### src/rtl/regfile_scoreboard.sv
// Parametrised register file with per-register busy scoreboard for hazard detection.
// Optional same-cycle write forwarding is enabled by defining REGFILE_BYPASS_EN.
module regfile_scoreboard #(
  parameter int WIDTH    = 32,
  parameter int NUM_REGS = 32,
  parameter int NUM_READ = 2,
  localparam int TAG_W   = $clog2(NUM_REGS)
) (
  input  logic                      clock,
  input  logic                      reset_n,
  input  logic [NUM_READ*TAG_W-1:0] rd_addr,
  output logic [NUM_READ*WIDTH-1:0] rd_data,
  output logic [NUM_READ-1:0]       rd_busy,
  input  logic                      wr_en,
  input  logic [TAG_W-1:0]          wr_addr,
  input  logic [WIDTH-1:0]          wr_data,
  input  logic                      issue_en,
  input  logic [TAG_W-1:0]          issue_tag,
  input  logic                      flush,
  output logic [TAG_W:0]            busy_count
);

  logic [WIDTH-1:0]    r_regs [NUM_REGS];
  logic [NUM_REGS-1:0] r_busy;
  logic [TAG_W:0]      r_busy_count;
  logic [NUM_REGS-1:0] w_busy_nxt;
  logic                w_wr_ok;

  function automatic logic [TAG_W:0] popcount(input logic [NUM_REGS-1:0] bits);
    logic [TAG_W:0] cnt;
    cnt = '0;
    for (int r = 0; r < NUM_REGS; r++) begin
      cnt = cnt + (TAG_W+1)'(bits[r]);
    end
    return cnt;
  endfunction

  assign w_wr_ok = wr_en && (wr_addr != '0);

  // Issue wins over writeback on the same tag: the new producer supersedes the old one.
  always_comb begin
    w_busy_nxt = r_busy;
    if (flush) begin
      w_busy_nxt = '0;
    end else begin
      for (int r = 1; r < NUM_REGS; r++) begin
        if (issue_en && (issue_tag == TAG_W'(r))) begin
          w_busy_nxt[r] = 1'b1;
        end else if (w_wr_ok && (wr_addr == TAG_W'(r))) begin
          w_busy_nxt[r] = 1'b0;
        end
      end
    end
    w_busy_nxt[0] = 1'b0;
  end

  always_ff @(posedge clock or negedge reset_n) begin
    if (!reset_n) begin
      for (int r = 0; r < NUM_REGS; r++) begin
        r_regs[r] <= '0;
      end
    end else if (w_wr_ok) begin
      r_regs[wr_addr] <= wr_data;
    end
  end

  always_ff @(posedge clock or negedge reset_n) begin
    if (!reset_n) begin
      r_busy       <= '0;
      r_busy_count <= '0;
    end else begin
      r_busy       <= w_busy_nxt;
      r_busy_count <= popcount(w_busy_nxt);
    end
  end

  assign busy_count = r_busy_count;

`ifdef REGFILE_BYPASS_EN
  logic w_reissue;
  assign w_reissue = issue_en && (issue_tag == wr_addr);
`endif

  genvar g;
  for (g = 0; g < NUM_READ; g++) begin : g_rd
    logic [TAG_W-1:0] w_addr;
    assign w_addr = rd_addr[g*TAG_W +: TAG_W];
`ifdef REGFILE_BYPASS_EN
    logic w_hit;
    assign w_hit = w_wr_ok && (wr_addr == w_addr);
    assign rd_data[g*WIDTH +: WIDTH] = (w_addr == '0) ? '0 :
                                       (w_hit ? wr_data : r_regs[w_addr]);
    assign rd_busy[g] = r_busy[w_addr] & ~(w_hit & ~w_reissue);
`else
    assign rd_data[g*WIDTH +: WIDTH] = (w_addr == '0) ? '0 : r_regs[w_addr];
    assign rd_busy[g] = r_busy[w_addr];
`endif
  end

endmodule

### config.mk
export PLATFORM = sky130hd
export DESIGN_NAME = regfile_scoreboard
export DESIGN_NICKNAME = d
export VERILOG_FILES = /design/src/rtl/regfile_scoreboard.sv
export SDC_FILE = /design/constraint.sdc
export NUM_CORES = 2
export LEC_CHECK = 0
export ABC_AREA = 0
export BUFFER_PORTS_ARGS = -buffer_cell sky130_fd_sc_hd__buf_2
export CAP_MARGIN = 30
export CORE_ASPECT_RATIO = 0.5
export CORE_MARGIN = 4
export CORE_UTILIZATION = 41
export CTS_CLUSTER_DIAMETER = 40
export DETAILED_ROUTE_END_ITERATION = 6
export GPL_ROUTABILITY_DRIVEN = 0
export PLACE_DENSITY = 0.62
export SLEW_MARGIN = 20
export SYNTH_ARGS = -nofsm -noshare
export SYNTH_HDL_FRONTEND = slang
export SYNTH_SLANG_ARGS = --single-unit
### constraint.sdc
create_clock -name clock -period 6.3 [get_ports clock]
set_clock_uncertainty 0.1 [all_clocks]
set_input_delay 1.26 -clock clock [delete_from_list [all_inputs] [get_ports clock]]
set_output_delay 1.26 -clock clock [all_outputs]
set_load 0.01 [all_outputs]
==> impl_results.md <==
* Max Cap Viol at 0
* Drt total wl at 197,000 µm
* Pre-antenna DRT Iters at 6
* Routed len/inst at 32.0 µm
* Seq cells post-synth at 1,061
* Layout Area Growth over Synthesis at 15.2%
* IR drop worst, VDD at 0.000298 V
* Cts bufs inserted at 139
* IO Count at 129
* Drt drc at 0
* Syn Nets at 4,230
* Crit Path Category: in2reg
* Total number of vias at 39,700
* Core Util, Final at 47.7%
* Reg-to-reg endpoint: busy_count[4]$_DFF_PN0_
* Row count at 96
* Synth Flop Type: dfrtp_1
* Gr ovfl total at 0
* Vias in the first global route at 41,000
* Status: complete, no violations
* Critical Path RT at 6.88 ns
* Initial core utilization at 41.5%
* RSZ-0062 raised after global routing: no
* Die height at 272 µm
* Number of synthesized flops with an enable pin at 0
* Reg2reg setup slack at 1.00 ns
* Hold Path Class: reg2reg
* Setup TNS at 0 ns
* Max Clock Freq at 0.169 GHz
* Slew margin rel. at 25.2%
* Core area at 138,000 µm²
* Worst hold stages at 0
* Clock network power share at 40.6%
* Total track usage at 27.0%
* Pwr dens at 331 nW/µm²
* Post-synth ARST share at 100%
* DRT antenna net count at 0
* First-pass GRT wire length at 288,000 µm
* Comb power frac at 18.1%
* CTS Root Cell: clkbuf_16
* Flop pwr share at 41.3%
* Synthesized cell area at 57,100 µm²
* CTS max path bufs at 3
* CTS H-tree depth at 4
* DR iter-0 viols at 4,336
* Num Clock Sinks at 1,061
* Vias per cell at 6.47
* Net Sw Frac at 26.8%
* Crit. End Element: flip-flop
* Xor and xnor area share after synthesis at 0.0460%
* Die Area at 146,000 µm²
* Final setup vio count at 0
* Sw Pwr at 5.83 mW
* CP Launch Type: input port
* Placed wire-length estimate at 113,000 µm
* Adder-cell area share of the yosys netlist at 0.960%
* Pleak at 28.8 nW
* Slew @ Worst Pin at 1.12 ns
* Initial antenna violation count at 12
* Final Cycle Share at 94.1%
* Max-slew violation count at 0
* Simple-Gate Fraction of Synth Area at 4.56%
* Largest net degree at the start of global routing at 149
* Crit-path max FO at 10
* Crit path from: wr_en
* Post-synthesis cell type count at 42
* Largest family of logic cells by synthesized area: multiplexers
* Min Tclk post-route at 5.93 ns
* Setup crit end: busy_count[4]$_DFF_PN0_
* Syn avg cell area at 13.8 µm²
* Die width at 536 µm
* Mux cell area share after synthesis at 39.0%
* Yosys warns at 0
* Worst EP arrival at 6.51 ns
* Worst-case reg-to-reg path depth at 17
* Post-CTS resize count at 0
* CTS tree: built
* Int Pwr at 15.9 mW
* Clk Latency, worst-skew pair at 0.77 ns
* Post-synthesis compound-gate area fraction at 5.31%
* Setup Fix Bufs, Post-CTS at 0
* Hold Fails Final Rpt at 0
* # port buffers at 128
* Post-Syn Instances at 4,143
* Part of the Yosys area used for sequential elements at 46.5%
* Reg2reg start: r_busy[26]$_DFF_PN0_
* Clock-pin slew on the worst setup and hold paths at 0.06 ns
* # nets final at 4,242
* Proportion of layout cells with a drive suffix above 1 at 47.5%
* Post-CTS Hold Fix Bufs at 0
how the worst min path moves through the flow:
stage / from / endpoint / slack, ns
after global routing: r_regs[1012]$_DFFE_PN0P_ / r_regs[1012]$_DFFE_PN0P_ / 0.31
after global placement: r_regs[1007]$_DFFE_PN0P_ / r_regs[1007]$_DFFE_PN0P_ / 0.28
after floorplan: r_regs[1000]$_DFFE_PN0P_ / r_regs[1000]$_DFFE_PN0P_ / 0.34
after CTS: r_regs[1017]$_DFFE_PN0P_ / r_regs[1017]$_DFFE_PN0P_ / 0.30
after detailed placement: r_regs[1015]$_DFFE_PN0P_ / r_regs[1015]$_DFFE_PN0P_ / 0.28
final: r_regs[1009]$_DFFE_PN0P_ / r_regs[1009]$_DFFE_PN0P_ / 0.29
synth_stat cells, types with 3 or more instances:
cell          n  area share (%)
dfrtp_1    1061              47
mux2_2      924              18
mux4_2      466              18
nand2_1     453             3.0
clkbuf_1    270             1.8
buf_2       139             1.2
mux2i_1     130             2.3
o21ai_0     121             1.1
nor2b_1      77            0.84
a22oi_1      76             1.0
a211oi_1     64            0.84
a311oi_1     64            0.98
a221oi_1     48            0.74
buf_1        46            0.30
nor2_1       39            0.26
inv_1        26            0.17
fa_1         23            0.81
a21oi_1      17            0.15
o2111ai_1    16            0.25
a21o_1       14            0.18
buf_4         8            0.11
nand2b_1      8           0.088
ha_1          7            0.15
mux2_1        6            0.12
a32oi_1       4           0.061
and2_1        4           0.044
nand3_1       4           0.035
and4b_1       3           0.053
nand4b_1      3           0.046
nor3_1        3           0.026
stage by stage:
stage                     total power [mW]  hold WS [ns]  instance area [µm²]  cells  setup WS [ns]
after floorplan                       11.7         0.341                57200   4143         -0.226
after global placement                12.7         0.276                60300   5867         -0.332
after detailed placement              13.0         0.283                60500   5875         -0.383
after CTS                             21.8         0.296                65700   6129          0.414
after global routing                  22.6         0.305                65700   6133          0.180
final                                 21.8         0.292                65700   6138          0.371
power groups by stage:
stage / logic [mW] / clock network, mW / registers (mW)
after floorplan: 2.92 / 0 / 8.74
after global placement: 3.79 / 0 / 8.93
after detailed placement: 3.91 / 0 / 9.05
after CTS: 3.92 / 8.93 / 8.94
after global routing: 4.23 / 9.24 / 9.12
final: 3.93 / 8.84 / 8.99
layer usage:
metal / GRT usage [%] / vias to the layer above / routed length, µm
met5: 0 / - / 34
met4: 13.0 / 6 / 10200
met3: 6.85 / 576 / 17300
met2: 41.9 / 2078 / 90700
met1: 35.4 / 21400 / 78500
li1: - / 15700 / -
area by class of cell:
cell class,count,area [µm²]
fill,11800,71900
inverter,26,100
sequential,1061,26600
clock buffer,179,4010
tap,1862,2330
multi-input combinational,2593,28700
timing repair buffer,334,2800
antenna,8,20.0
clock inverter,75,1160
kinds of logic (layout without fill, tap and decap cells):
logic type / count (synthesis) / in the layout
multiplexers: 1526 / 1526
flip-flops: 1061 / 1061
AND/OR/NAND/NOR: 607 / 607
buffers and inverters: 489 / 614
AO/OA/AOI/OAI: 427 / 427
adder cells (fa/ha/maj): 30 / 30
XOR/XNOR: 3 / 3
other: 0 / 8
sequential cells by signal, indices dropped and copies added (netlist names):
| register | cells |
|---|---|
| r_regs | 1024 |
| busy_count | 6 |
| r_busy | 31 |
cell usage in the layout (no fill, tap or decap), types with 15 or more instances in the layout:
cell	n
a211oi_1	64
a21oi_1	15
a221oi_1	48
a22oi_1	75
a311oi_1	64
buf_12	31
buf_2	121
buf_4	167
bufinv_16	26
clkbuf_16	149
clkbuf_8	17
clkinv_2	15
clkinvlp_4	15
dfrtp_1	1061
fa_1	21
inv_1	24
mux2_2	924
mux2i_1	130
mux4_2	466
nand2_1	434
nor2_1	24
nor2b_1	72
o2111ai_1	16
o21ai_0	121
critical path, cell delays in order:
cell      delay (ns)
buf_2           0.16
nor4bb_1        0.34
buf_4           0.21
nand2_2         0.06
a22oi_1         0.17
nor2_1          0.10
fa_1            0.50
inv_1           0.05
fa_1            0.52
fa_1            0.44
fa_1            0.54
fa_1            0.44
fa_1            0.50
inv_1           0.05
fa_2            0.35
fa_2            0.36
a21o_1          0.20
a21oi_2         0.14
xnor2_1         0.13
No activity file was read; power rests on OpenSTA's default activity.
